`src/rtl/ysyx_24070014_store_unit.sv`:
```
// NPC LSU store path: narrows and lane-replicates rs2, builds the byte strobe and runs one bus write.
// Optional macro STORE_MISALIGN_TRAP_EN: misaligned half/word stores complete with an error instead of aligning down.
module ysyx_24070014_store_unit #(
  parameter int unsigned TIMEOUT_CYCLES = 256
) (
  input  logic        clk,
  input  logic        rst_n,
  input  logic        req_valid,
  output logic        req_ready,
  input  logic [31:0] req_addr,
  input  logic [31:0] req_data,
  input  logic [1:0]  req_size,
  output logic        mem_wvalid,
  input  logic        mem_wready,
  output logic [31:0] mem_waddr,
  output logic [31:0] mem_wdata,
  output logic [3:0]  mem_wstrb,
  input  logic        mem_bvalid,
  output logic        mem_bready,
  input  logic [1:0]  mem_bresp,
  output logic        done_valid,
  output logic        done_err
);

  typedef enum logic [1:0] {
    IDLE  = 2'd0,
    WRITE = 2'd1,
    RESP  = 2'd2,
    DONE  = 2'd3
  } state_e;

  state_e      state_r, state_s;
  logic [31:0] waddr_r, wdata_r;
  logic [3:0]  wstrb_r;
  logic        wvalid_r, bready_r, done_valid_r, done_err_r;
  logic [31:0] cnt_r;
  logic        accept_s, bad_s, err_s, expired_s;
  logic [1:0]  off_s;

  function automatic logic [31:0] lane_data(input logic [1:0] size, input logic [31:0] d);
    case (size)
      2'd0:    return {4{d[7:0]}};
      2'd1:    return {2{d[15:0]}};
      default: return d;
    endcase
  endfunction

  function automatic logic [3:0] lane_strb(input logic [1:0] size, input logic [1:0] off);
    case (size)
      2'd0:    return 4'b0001 << off;
      2'd1:    return 4'b0011 << {off[1], 1'b0};
      2'd2:    return 4'b1111;
      default: return 4'b0000;
    endcase
  endfunction

  assign req_ready  = (state_r == IDLE);
  assign accept_s   = req_valid && (state_r == IDLE);
  assign expired_s  = (TIMEOUT_CYCLES != 32'd0) && ((cnt_r + 32'd1) >= TIMEOUT_CYCLES);
  assign mem_wvalid = wvalid_r;
  assign mem_bready = bready_r;
  assign mem_waddr  = waddr_r;
  assign mem_wdata  = wdata_r;
  assign mem_wstrb  = wstrb_r;
  assign done_valid = done_valid_r;
  assign done_err   = done_err_r;

  // Request legality and effective lane offset
  always_comb begin
    off_s = req_addr[1:0];
    bad_s = (req_size == 2'd3);
`ifdef STORE_MISALIGN_TRAP_EN
    if ((req_size == 2'd1 && req_addr[0]) || (req_size == 2'd2 && req_addr[1:0] != 2'b00)) begin
      bad_s = 1'b1;
    end else begin
      bad_s = (req_size == 2'd3);
    end
`else
    case (req_size)
      2'd1:    off_s = {req_addr[1], 1'b0};
      2'd2:    off_s = 2'b00;
      default: off_s = req_addr[1:0];
    endcase
`endif
  end

  // Next-state logic; a response arriving together with expiry takes priority
  always_comb begin
    state_s = state_r;
    err_s   = 1'b0;
    case (state_r)
      IDLE: begin
        if (req_valid) begin
          if (bad_s) begin
            state_s = DONE;
            err_s   = 1'b1;
          end else begin
            state_s = WRITE;
          end
        end else begin
          state_s = IDLE;
        end
      end
      WRITE: begin
        if (mem_wready) begin
          state_s = RESP;
        end else if (expired_s) begin
          state_s = DONE;
          err_s   = 1'b1;
        end else begin
          state_s = WRITE;
        end
      end
      RESP: begin
        if (mem_bvalid) begin
          state_s = DONE;
          err_s   = (mem_bresp != 2'b00);
        end else if (expired_s) begin
          state_s = DONE;
          err_s   = 1'b1;
        end else begin
          state_s = RESP;
        end
      end
      DONE:    state_s = IDLE;
      default: state_s = IDLE;
    endcase
  end

  // State, registered handshake outputs and latched write beat
  always_ff @(posedge clk or negedge rst_n) begin
    if (!rst_n) begin
      state_r      <= IDLE;
      wvalid_r     <= 1'b0;
      bready_r     <= 1'b0;
      done_valid_r <= 1'b0;
      done_err_r   <= 1'b0;
      waddr_r      <= 32'd0;
      wdata_r      <= 32'd0;
      wstrb_r      <= 4'd0;
    end else begin
      state_r      <= state_s;
      wvalid_r     <= (state_s == WRITE);
      bready_r     <= (state_s == RESP);
      done_valid_r <= (state_s == DONE);
      done_err_r   <= (state_s == DONE) ? err_s : 1'b0;
      if (accept_s && !bad_s) begin
        waddr_r <= {req_addr[31:2], 2'b00};
        wdata_r <= lane_data(req_size, req_data);
        wstrb_r <= lane_strb(req_size, off_s);
      end else begin
        waddr_r <= waddr_r;
        wdata_r <= wdata_r;
        wstrb_r <= wstrb_r;
      end
    end
  end

  // Bus-wait counter: zero while idle, so it is clear on WRITE entry
  always_ff @(posedge clk or negedge rst_n) begin
    if (!rst_n) begin
      cnt_r <= 32'd0;
    end else if (state_r == IDLE) begin
      cnt_r <= 32'd0;
    end else if ((state_r == WRITE || state_r == RESP) && TIMEOUT_CYCLES != 32'd0) begin
      cnt_r <= cnt_r + 32'd1;
    end else begin
      cnt_r <= cnt_r;
    end
  end

endmodule

```
`config.mk`:
```
export PLATFORM = sky130hd
export DESIGN_NAME = ysyx_24070014_store_unit
export DESIGN_NICKNAME = d
export VERILOG_FILES = /design/src/rtl/ysyx_24070014_store_unit.sv
export SDC_FILE = /design/constraint.sdc
export NUM_CORES = 1
export LEC_CHECK = 0
export CAP_MARGIN = 20
export CORE_UTILIZATION = 45
export CTS_CLUSTER_DIAMETER = 100
export CTS_CLUSTER_SIZE = 40
export DETAILED_ROUTE_END_ITERATION = 12
export PLACE_DENSITY = 0.75
export SYNTH_ARGS = -nofsm -noshare
export SYNTH_HDL_FRONTEND = slang
export SYNTH_SLANG_ARGS = --single-unit
```
`constraint.sdc`:
```
create_clock -name clk -period 3.5 [get_ports clk]
set_input_delay 1.05 -clock clk [delete_from_list [all_inputs] [get_ports clk]]
set_output_delay 1.05 -clock clk [all_outputs]
set_load 0.02 [all_outputs]
```
==> results.yml <==
sta:
  fin_worst_hold_slack_ns: 0.477
  rsz0062_at_grt: "no"
  max-slew-margin-rel_pct: 46.9
  fmaxAchievable_mhz: 339
  final.setup.tns_ns: 0
  finalCritPeriodShare_pct: 84.3
  clock-skew-final_ns: 0.00801
  hold_violations: 0
  tightestPinTransition_ns: 0.793
  slew_viol_final: 0
  count_of_final_setup_violators: 0
  post-route-min-period_ns: 2.95
placement:
  place_area_mm2: 0.00698
  hpwl_after_dpl_um: 10500
  place.gp.congestion: 0.848
  port_buffers: 143
  count_of_placed_standard_cells_including_taps: 898
grt:
  track_usage_pct: 24.8
  grt_antenna_before_repair: 0
  grt_start_max_net_pins: 87
  grt_pass1_wl_um: 24900
  grt_pass1_vias: 5088
  global_route.overflow_total: 0
run_status:
  result_of_the_run: "finished clean"
cts:
  root_buffer: "clkbuf_16"
  cts_tree: "built"
  clock_tree.htree_level_count: 3
  cts_hold_buf: 0
  post_cts_buffers: 0
  worstSkewPairLatency_ns: 0.34
  cts_made_buffers: 9
  cts_resized: 0
  cts_num_sinks: 104
  cts_buffer_depth: 2
  path_clk_slew_ns: 0.07
floorplanning:
  fp-row-count: 39
  floorplan.die_area_mm2: 0.0125
  pin_count: 146
  fp.dieW_um: 112
  initial_utilization_pct: 46.9
  design.core.area_mm2: 0.0116
  die_height_um: 112
worst_hold_path:
  hp-class: "register to register"
  whs_path_depth: 2
  hold_end: "mem_waddr[25]"
  hold_path.startpoint: "mem_waddr[25]"
setup_path:
  worstPathArrival_ns: 3.18
  setup.worst_path.class: "register to register"
  worstReg2RegStart: "cnt_r[0]"
  cp-end-kind: "register"
  r2r_setup_slack_ns: 0.55
  regToRegEndpoint: "mem_bready"
  worstRegToRegCells: 9
  critPathRequiredTime_ns: 3.73
  worstSetupStartpointType: "register"
  critical_path.max_fanout: 6
synthesis:
  synth.ff_latch_count: 104
  postSynthCellCount: 643
  async_set_or_reset_flop_fraction_in_the_synthesized_netlist_pct: 100
  synth_most_common_cell: "nand2_1"
  synth_enable_flop_cells: 0
  synth.top_cells.by_area: "dfrtp_1, nand2_1, a21oi_1, nor2_1, nor3_1"
  post_synthesis_cell_area_mm2: 0.00544
  synth.lib_cells_used.distinct: 58
  syn-mean-instance-area_um2: 8.46
  synthDominantCellAreaShare_pct: 47.8
  synth-seq-area-share_pct: 47.8
  netlist_top_cells_count: "nand2_1, dfrtp_1, nor2_1"
  ys.warnings.count: 0
  yosysTopAreaCell: "dfrtp_1"
  postSynth.topFlopCell: "dfrtp_1"
route:
  drt-initial-drc-count: 346
  wl_met3_um: 1040
  post_drt_via_cell_ratio: 5.66
  routed_wl_um: 15000
  dr_wl_met2_um: 7570
  dr.pass1.iters: 7
  drc_errors: 0
  routedWlPerCell_um: 16.5
  routed.top_layer: "met4"
  ant_nets: 0
  via_count: 5170
  m1WireLength_um: 6150
layout:
  layoutNonFillerInstCount: 913
  layout.cell_area.non_filler_mm2: 0.00727
  post_route_cells_drive_above_1_share_pct: 5.58
  design.final.nets: 845
  syn_to_final_growth_pct: 33.6
  layout.filler_cells: 969
  n_antenna_cell: 0
pwr:
  power_density_mw_per_mm2: 738
  vdd_ir_drop_max_mv: 0.524
  total_leakage_power_nw: 3.17
run:
  timing.max_cap.violations: 0
## critical path: stages, from the launching register on
cell and delay (ns):
dfrtp_1 0.42, ha_1 0.23, and4_1 0.24, nand4_1 0.22, nor3_2 0.40, nor4bb_1 0.42
nor3_1 0.14, nor4_4 0.38, a41oi_2 0.21, a21boi_1 0.19
## flip-flops by register name, indices dropped and copies added (netlist names)
register and cells:
cnt_r 32, mem_wdata 32, mem_waddr 30, mem_wstrb 4, state_r 2, done_err 1
done_valid 1, mem_bready 1, mem_wvalid 1
## cell usage in the layout (no fill, tap or decap), types with 3 or more instances in the layout
cell type,netlist,routed
clkbuf_16,0,9
a22oi_1,15,15
nand4_1,11,11
nand2_1,156,156
and4_1,6,6
a211oi_1,6,6
o21ai_0,6,6
nor3_2,3,3
and2_1,3,3
ha_1,6,6
o31ai_1,4,4
a31oi_1,20,20
nor2_1,71,71
clkdlybuf4s50_1,0,142
nand3_1,17,17
clkinv_2,0,3
nand2b_1,3,3
a21oi_1,58,58
dfrtp_1,104,104
a41oi_1,7,7
buf_4,2,10
inv_1,10,10
and3_1,10,10
nor3_1,32,32
o211ai_1,3,3
mux2i_1,9,9
## how the worst max path moves through the flow
stage / start / end / slack (ns) / depth (start not counted)
final: cnt_r[0] / mem_bready / 0.55 / 9
after detailed placement: req_size[1] / mem_wstrb[0] / 0.54 / 6
after CTS: cnt_r[0] / mem_bready / 0.58 / 9
after floorplan: req_size[0] / mem_wdata[22] / 0.82 / 7
after global placement: req_size[1] / mem_wstrb[0] / 0.59 / 6
after global routing: cnt_r[8] / mem_bready / 0.35 / 8
## layout make-up
cell class	instances	area, µm²	area share, %
Timing Repair Buffer	154	1540	21.1
Tap cell	143	179	2.46
Clock buffer	9	225	3.10
Multi-Input combinational cell	487	2630	36.1
Inverter	10	37.5	0.516
Sequential cell	104	2600	35.8
Clock inverter	6	61.3	0.843
## where the power goes
group | leakage, nW | switching, mW | internal [mW]
registers | 1.31 | 0.242 | 1.61
clock network | 0.141 | 0.444 | 0.548
logic | 1.71 | 1.43 | 1.08
total | 3.17 | 2.12 | 3.24
## kinds of logic after synthesis
group / synth area share (%)
AOI/OAI and AO/OA: 16.1
buffers and inverters: 4.07
DFF: 47.8
muxes: 2.28
adders and majority gates: 1.38
and+or+nand+nor: 27.8
xor gates and xnor gates: 0.483
other: 0.0689
## layer usage
layer | vias to the layer above | GRT usage [%]
li1 | 2489 | -
met1 | 2504 | 30.1
met2 | 156 | 42.5
met3 | 21 | 7.35
met4 | 0 | 7.47
met5 | - | 0
## stage by stage
step / setup slack (ns) / utilization, % / power, mW
2_1_floorplan: 0.818 / - / 3.18
3_3_place_gp: 0.594 / 60.1 / 4.31
3_5_place_dp: 0.540 / 60.1 / 4.39
4_1_cts: 0.577 / 62.6 / 5.41
5_1_grt: 0.353 / 62.6 / 5.71
6_report: 0.550 / 62.6 / 5.36
No activity file was read; power rests on OpenSTA's default activity.
